$ cat src/rtl/ov_frame_pkg.sv
// Shared types and helpers for the OV7670 frame writer.
// Latency: none (types and pure functions only).
// Backpressure: not applicable.
package ov_frame_pkg;

   typedef enum logic [1:0] {
      S_SYNC = 2'd0,
      S_WAIT = 2'd1,
      S_CAP  = 2'd2,
      S_EVAL = 2'd3
   } state_t;

   // Expand RGB565 to RGB888 by replicating the top bits into the new LSBs.
   function automatic logic [23:0] rgb565_to_888(input logic [15:0] px);
      logic [4:0] r;
      logic [5:0] g;
      logic [4:0] b;
      r = px[15:11];
      g = px[10:5];
      b = px[4:0];
      return {r, r[4:2], g, g[5:4], b, b[4:2]};
   endfunction

   // Base address of ping-pong buffer 'sel' for a w x h frame.
   function automatic int unsigned buf_base(input logic sel, input int unsigned w,
                                            input int unsigned h);
      return sel ? (w * h) : 32'd0;
   endfunction

endpackage

$ cat src/rtl/ov_byte_packer.sv
// Pairs camera bytes into one RGB888 pixel (high byte first).
// Latency: combinational pixel out on the second byte of each pair.
// Backpressure: none; every enabled byte is consumed.
module ov_byte_packer
   import ov_frame_pkg::*;
(
   input  logic        iclk,
   input  logic        irst_n,
   input  logic        iclr,
   input  logic        ien,
   input  logic [7:0]  ibyte,
   output logic        ophase,
   output logic        opix_vld,
   output logic [23:0] opix
);

   logic       phase_q;
   logic [7:0] hi_q;

   // Toggle byte phase per accepted byte and latch the high byte on phase 0.
   always_ff @(posedge iclk or negedge irst_n) begin
      if (!irst_n) begin
         phase_q <= 1'b0;
         hi_q    <= 8'd0;
      end else if (iclr) begin
         phase_q <= 1'b0;
      end else if (ien) begin
         if (!phase_q) hi_q <= ibyte;
         phase_q <= ~phase_q;
      end
   end

   assign ophase   = phase_q;
   assign opix_vld = ien & phase_q;
   assign opix     = rgb565_to_888({hi_q, ibyte});

endmodule

$ cat src/rtl/ov_frame_writer.sv
// Captures OV7670 RGB565 frames as RGB888 into a ping-pong buffer and kicks the compressor.
// Latency: memory write one cycle after the second byte of a pixel; start two cycles after VSYNC rise.
// Backpressure: none on the camera; a busy compressor makes the good frame drop and the buffer be reused.
module ov_frame_writer
   import ov_frame_pkg::*;
#(
   parameter int pIM_WIDTH  = 640,
   parameter int pIM_HEIGHT = 480,
   parameter int pDATA_W    = 24,
   parameter int pADDR_W    = $clog2(2 * pIM_WIDTH * pIM_HEIGHT)
) (
   input  logic               iclk,
   input  logic               irst_n,
   input  logic               ivsync,
   input  logic               ihref,
   input  logic [7:0]         ibyte,
   input  logic               ibyte_valid,
   output logic [pDATA_W-1:0] odata_wr,
   output logic [pADDR_W-1:0] oaddr_wr,
   output logic               omem_wr_en,
   input  logic               icons_busy,
   output logic               ostart_work,
   output logic [pADDR_W-1:0] odata_start_ptr,
   output logic               oframe_err,
   output logic               oframe_drop
);

   localparam int PIX_W  = $clog2(pIM_WIDTH + 1);
   localparam int LINE_W = $clog2(pIM_HEIGHT + 1);
   localparam logic [PIX_W-1:0]   PIX_MAX   = PIX_W'(pIM_WIDTH);
   localparam logic [PIX_W-1:0]   PIX_ONE   = PIX_W'(1);
   localparam logic [LINE_W-1:0]  LINE_MAX  = LINE_W'(pIM_HEIGHT);
   localparam logic [LINE_W-1:0]  LINE_ONE  = LINE_W'(1);
   localparam logic [pADDR_W-1:0] ADDR_ONE  = pADDR_W'(1);
   localparam logic [pADDR_W-1:0] LINE_STEP = pADDR_W'(pIM_WIDTH);
   localparam logic [pADDR_W-1:0] BASE0     = pADDR_W'(buf_base(1'b0, pIM_WIDTH, pIM_HEIGHT));
   localparam logic [pADDR_W-1:0] BASE1     = pADDR_W'(buf_base(1'b1, pIM_WIDTH, pIM_HEIGHT));

   state_t              state_q;
   logic                vsync_q, href_q;
   logic                sel_q, err_q;
   logic [PIX_W-1:0]    pix_q;
   logic [LINE_W-1:0]   line_q;
   logic [pADDR_W-1:0]  addr_q, line_base_q;
   logic [pDATA_W-1:0]  data_wr_q;
   logic [pADDR_W-1:0]  addr_wr_q, start_ptr_q;
   logic                wr_en_q, start_q, ferr_q, fdrop_q;

   logic                vsync_rise, vsync_fall, href_fall;
   logic                pk_clr, pk_en, pk_phase, pk_vld;
   logic [23:0]         pk_pix;
   logic [pADDR_W-1:0]  base_sel;

   assign vsync_rise = ivsync & ~vsync_q;
   assign vsync_fall = ~ivsync & vsync_q;
   assign href_fall  = ~ihref & href_q;
   assign base_sel   = sel_q ? BASE1 : BASE0;

   // Phase restarts at frame start and at every line end so a stray odd byte cannot skew the next line.
   assign pk_clr = ((state_q == S_WAIT) & vsync_fall) | ((state_q == S_CAP) & href_fall);
   assign pk_en  = (state_q == S_CAP) & ihref & ibyte_valid;

   ov_byte_packer u_packer (
      .iclk     (iclk),
      .irst_n   (irst_n),
      .iclr     (pk_clr),
      .ien      (pk_en),
      .ibyte    (ibyte),
      .ophase   (pk_phase),
      .opix_vld (pk_vld),
      .opix     (pk_pix)
   );

   // Frame FSM with counters, address generation and registered outputs.
   always_ff @(posedge iclk or negedge irst_n) begin
      if (!irst_n) begin
         state_q     <= S_SYNC;
         vsync_q     <= 1'b0;
         href_q      <= 1'b0;
         sel_q       <= 1'b0;
         err_q       <= 1'b0;
         pix_q       <= '0;
         line_q      <= '0;
         addr_q      <= '0;
         line_base_q <= '0;
         data_wr_q   <= '0;
         addr_wr_q   <= '0;
         start_ptr_q <= '0;
         wr_en_q     <= 1'b0;
         start_q     <= 1'b0;
         ferr_q      <= 1'b0;
         fdrop_q     <= 1'b0;
      end else begin
         vsync_q <= ivsync;
         href_q  <= ihref;
         wr_en_q <= 1'b0;
         start_q <= 1'b0;
         ferr_q  <= 1'b0;
         fdrop_q <= 1'b0;
         case (state_q)
            S_SYNC: begin
               if (ivsync) state_q <= S_WAIT;
            end
            S_WAIT: begin
               if (vsync_fall) begin
                  pix_q       <= '0;
                  line_q      <= '0;
                  addr_q      <= base_sel;
                  line_base_q <= base_sel;
                  err_q       <= 1'b0;
                  state_q     <= S_CAP;
               end
            end
            S_CAP: begin
               if (pk_vld) begin
                  // Overrun pixels are dropped so writes stay inside the current buffer.
                  if ((pix_q == PIX_MAX) || (line_q == LINE_MAX)) begin
                     err_q <= 1'b1;
                  end else begin
                     wr_en_q   <= 1'b1;
                     data_wr_q <= pDATA_W'(pk_pix);
                     addr_wr_q <= addr_q;
                     addr_q    <= addr_q + ADDR_ONE;
                     pix_q     <= pix_q + PIX_ONE;
                  end
               end
               if (href_fall) begin
                  if ((pix_q != PIX_MAX) || pk_phase) err_q <= 1'b1;
                  if (line_q != LINE_MAX) begin
                     line_q      <= line_q + LINE_ONE;
                     line_base_q <= line_base_q + LINE_STEP;
                     addr_q      <= line_base_q + LINE_STEP;
                  end
                  pix_q <= '0;
               end
               if (vsync_rise) state_q <= S_EVAL;
            end
            S_EVAL: begin
               if (err_q || (line_q != LINE_MAX)) begin
                  ferr_q <= 1'b1;
               end else if (icons_busy) begin
                  fdrop_q <= 1'b1;
               end else begin
                  start_ptr_q <= base_sel;
                  start_q     <= 1'b1;
                  sel_q       <= ~sel_q;
               end
               state_q <= S_WAIT;
            end
            default: state_q <= S_SYNC;
         endcase
      end
   end

   assign odata_wr        = data_wr_q;
   assign oaddr_wr        = addr_wr_q;
   assign omem_wr_en      = wr_en_q;
   assign ostart_work     = start_q;
   assign odata_start_ptr = start_ptr_q;
   assign oframe_err      = ferr_q;
   assign oframe_drop     = fdrop_q;

endmodule
$ cat config.mk
export PLATFORM = sky130hd
export DESIGN_NAME = ov_frame_writer
export DESIGN_NICKNAME = d
export VERILOG_FILES = /design/src/rtl/ov_frame_pkg.sv /design/src/rtl/ov_byte_packer.sv /design/src/rtl/ov_frame_writer.sv
export SDC_FILE = /design/constraint.sdc
export NUM_CORES = 1
export LEC_CHECK = 0
export ABC_AREA = 1
export ABC_CLOCK_PERIOD_IN_PS = 3950
export CAP_MARGIN = 30
export CORE_ASPECT_RATIO = 1.5
export CORE_MARGIN = 2
export CORE_UTILIZATION = 45
export CTS_CLUSTER_SIZE = 10
export DETAILED_ROUTE_END_ITERATION = 10
export PLACE_DENSITY = 0.68
export SLEW_MARGIN = 20
export SYNTH_ARGS = -nofsm -noshare
export SYNTH_HDL_FRONTEND = slang
export SYNTH_SLANG_ARGS = --single-unit
$ cat constraint.sdc
create_clock -name iclk -period 3.95 [get_ports iclk]
set_clock_uncertainty 0.2 [all_clocks]
set_input_delay 1.185 -clock iclk [delete_from_list [all_inputs] [get_ports iclk]]
set_output_delay 1.185 -clock iclk [all_outputs]
set_load 0.02 [all_outputs]
==> out/qor.log <==
INFO  outcome        run_status=complete, no violations
INFO  cts            ctsLongestPathBuffers=2
INFO  sta            measured_slew_at_the_worst_slew_check_pin=804ps
INFO  routing        route.final.wire_length=13600um
INFO  floorplan      fp.dieH=143um
INFO  floorplan      placeableCoreArea=12800um2
INFO  final_layout   mostFrequentLayoutCell=sky130_fd_sc_hd__nand2_1
INFO  logic_synthesis netlist.top_cell.by_area=sky130_fd_sc_hd__dfrtp_1
INFO  floorplan      chipWidth=97.0um
INFO  routing        route.detailed.vias_per_inst=5.08
INFO  routing        met2WireLength=7280um
INFO  setup_path     worst-endpoint-arrival=3250ps
INFO  global_route   grt_overflow=0
INFO  final_layout   layout-drive-gt1-share=0.0746
INFO  place          place_congestion=0.983
INFO  logic_synthesis synthesis.area_per_instance=7.85um2
INFO  sta            slew_headroom=0.464
INFO  cts            postCtsSetupBuffers=0
INFO  cts            postCtsHoldBufs=0
INFO  sta            setup_viol=0
INFO  global_route   initial_antenna_violation_count=0
INFO  final_layout   syn2layout_area_growth=16.6%
INFO  sta            timing.final.crit_share=0.815
INFO  routing        remaining_drc_errors=0
INFO  routing        overall_via_count_from_detail_route=4895
INFO  logic_synthesis synth.area.top_cells=sky130_fd_sc_hd__dfrtp_1 (46%), sky130_fd_sc_hd__nand2_1 (13%), sky130_fd_sc_hd__inv_1 (6.0%)
INFO  setup_path     worstSetupEndpoint=addr_q[16]
INFO  final_layout   diodes=0
INFO  routing        wl_met3=516um
INFO  global_route   grt_first_pass_wirelength=23200um
INFO  sta            setup_tns=0ps
INFO  routing        first_iter_violations=272
INFO  setup_path     timing.critical_path.from=ihref
INFO  setup_path     cp_cell_sequence=clkdlybuf4s50_1 > nand3_1 > nor2_4 > nand3_4 > buf_4 > nor2_1 > nand2_1 > nand2_1 > nand2_1 > a21oi_1 > nor2_1
INFO  logic_synthesis post_synth_num_cell_types=36
INFO  setup_path     r2r.worst_path.cells=12
INFO  setup_path     cp_slowest_cell=sky130_fd_sc_hd__clkdlybuf4s50_1
INFO  setup_path     worstSetupEndpointType=flop
INFO  floorplan      boundaryPins=82
INFO  cts            htreeDepth=3
INFO  setup_path     regToRegEndpoint=addr_q[16]
INFO  setup_path     r2r_setup_slk=980ps
INFO  final_layout   number_of_nets_in_the_final_layout=824
INFO  floorplan      die-area=13900um2
INFO  place          place.detailed.hpwl=10600um
INFO  final_layout   layout.cells.most_common_list=sky130_fd_sc_hd__nand2_1 (197), sky130_fd_sc_hd__dfrtp_1 (108), sky130_fd_sc_hd__inv_1 (94)
INFO  cts            worst_skew_pair.late_latency=350ps
INFO  logic_synthesis synth_top_area_frac=0.463
INFO  sta            max_freq=311MHz
INFO  setup_path     cp_top_family=simple AND/OR/NAND/NOR gates
INFO  logic_synthesis netlist_area=5830um2
INFO  routing        detail_route.first_pass.iterations=5
INFO  logic_synthesis synth.yosys.seq_area_share=0.463
INFO  sta            final-max-slew-violation-count=0
INFO  pwr            cellPowerDensity=650nW/um2
INFO  setup_path     critPathLaunchType=input pin
INFO  cts            cts_sinks=108
INFO  final_layout   layout.filler_cells=1209
INFO  cts            post_cts_resize_count=0
INFO  setup_path     reg2reg_from=state_q[0]
INFO  logic_synthesis register_bit_count_reported_by_yosys=108
INFO  cts            cts_made_buffers=9
INFO  sta            unrepaired_setup_endpoints_after_global_routing=false
INFO  setup_path     critical_path_buf_inv_count=2
INFO  floorplan      initial_utilization=0.455
INFO  pwr            ir_worst_vdd=0.308mV
INFO  logic_synthesis netlist_instances=743
INFO  cts            cts.root.buffer_cell=sky130_fd_sc_hd__clkbuf_16
INFO  setup_path     critPathMaxFanout=24
INFO  setup_path     stages_on_the_worst_setup_path=11
INFO  flow_run       cap_violations=0
INFO  hold_path      hold_path.class=reg2reg
INFO  setup_path     crit_path_required_time=3980ps
INFO  setup_path     timing.setup.critical_path_class=in2reg
INFO  routing        maxUsedRoutingLayer=met4
INFO  setup_path     critical_path.most_common_cell=sky130_fd_sc_hd__nand2_1
INFO  final_layout   final_core_util=0.530
INFO  cts            cts_tree=built
INFO  cts            clkTransAtPathRegs=70ps
INFO  setup_path     timing.critical_path.slowest_cell_delay=520ps
INFO  routing        ant_nets=0
INFO  pwr            leakagePower=3.17nW
INFO  sta            fin_crit=3220ps
INFO  sta            hold_violations=0
INFO  routing        wl_met1=5510um
INFO  logic_synthesis yosysWarningCount=0
INFO  place          io_buffer_count=65
INFO  global_route   grt_max_degree=61
INFO  floorplan      row_count=51
INFO  global_route   grt_pass1_vias=4752
INFO  global_route   groute.usage.overall=0.205
INFO  routing        routed_wire_length_per_instance=14.1um
## cells by family after synthesis
family	count (synthesis)	synth area share
AOI/OAI and AO/OA	115	0.104
xor gates and xnor gates	12	0.0180
adders and majority gates	11	0.0236
buffers and inverters	143	0.118
DFF	108	0.463
other	1	0.000643
and+or+nand+nor	353	0.272
## layer usage
layer,global-route usage,vias to the layer above
li1,-,2434
met1,0.237,2299
met2,0.387,140
met3,0.0282,22
met4,0.0726,0
met5,0,-
## synth_stat cells (all sizes together)
library cell	instances
xor2	12
a31oi	1
o21ai	72
buf	39
nand4	12
conb	1
nor2	74
nor3	15
nor4	1
or2	1
nand2	206
clkbuf	4
a22oi	1
a21oi	30
nand3b	1
ha	11
dfrtp	108
o31ai	4
nand3	43
inv	100
o22ai	7
## metrics by stage
step / hold WS (ps) / setup slack (ps) / instances / instance area [um2] / power (W)
after detailed placement: 272 / 377 / 947 / 6500 / 0.00355
after global placement: 264 / 462 / 946 / 6490 / 0.00351
after CTS: 290 / 724 / 963 / 6800 / 0.00447
after floorplan: 249 / 1440 / 758 / 5890 / 0.00289
after global routing: 314 / 521 / 963 / 6800 / 0.00474
final: 285 / 730 / 963 / 6800 / 0.00442
## power breakdown
| group | internal, W | switching [W] |
|---|---|---|
| logic | 0.000700 | 0.00123 |
| registers | 0.00139 | 0.000198 |
| clock network | 0.000494 | 0.000408 |
## final cells by class
class                      instances  area, um2  share of cell area
clock buffer                       9        225              0.0331
multi-input combinational        507       2500               0.368
tap                              159        199              0.0293
timing repair buffer              73        721               0.106
clock inverter                     7       72.6              0.0107
sequential                       108       2700               0.397
inverter                         100        380              0.0559
## state kept, by name (all words and copies together) (netlist names), 2 cells and up
register	flops
pix_q	10
state_q	2
line_q	9
odata_wr	16
oaddr_wr	20
line_base_q	13
u_packer.hi_q	8
addr_q	20
## worst min-delay path by stage
stage	slack, ps	cells past startpoint	from	to
global route	310	2	oaddr_wr[5]	oaddr_wr[5]
detailed placement	270	2	oaddr_wr[13]	oaddr_wr[13]
floorplan	250	2	sel_q	sel_q
CTS	290	2	oaddr_wr[13]	oaddr_wr[13]
global placement	260	2	odata_wr[4]	odata_wr[4]
finish	280	2	sel_q	sel_q
## worst register-to-register path, stage by stage (launching register included)
cell                      delay (ps)
sky130_fd_sc_hd__dfrtp_1         420
sky130_fd_sc_hd__inv_1           100
sky130_fd_sc_hd__ha_1            480
sky130_fd_sc_hd__nand3_1         300
sky130_fd_sc_hd__nor2_4          230
sky130_fd_sc_hd__nand3_4         280
sky130_fd_sc_hd__buf_4           330
sky130_fd_sc_hd__nor2_1          160
sky130_fd_sc_hd__nand2_1          70
sky130_fd_sc_hd__nand2_1          60
sky130_fd_sc_hd__nand2_1          50
sky130_fd_sc_hd__a21oi_1         130
sky130_fd_sc_hd__nor2_1           60
No activity file was read; power rests on OpenSTA's default activity.
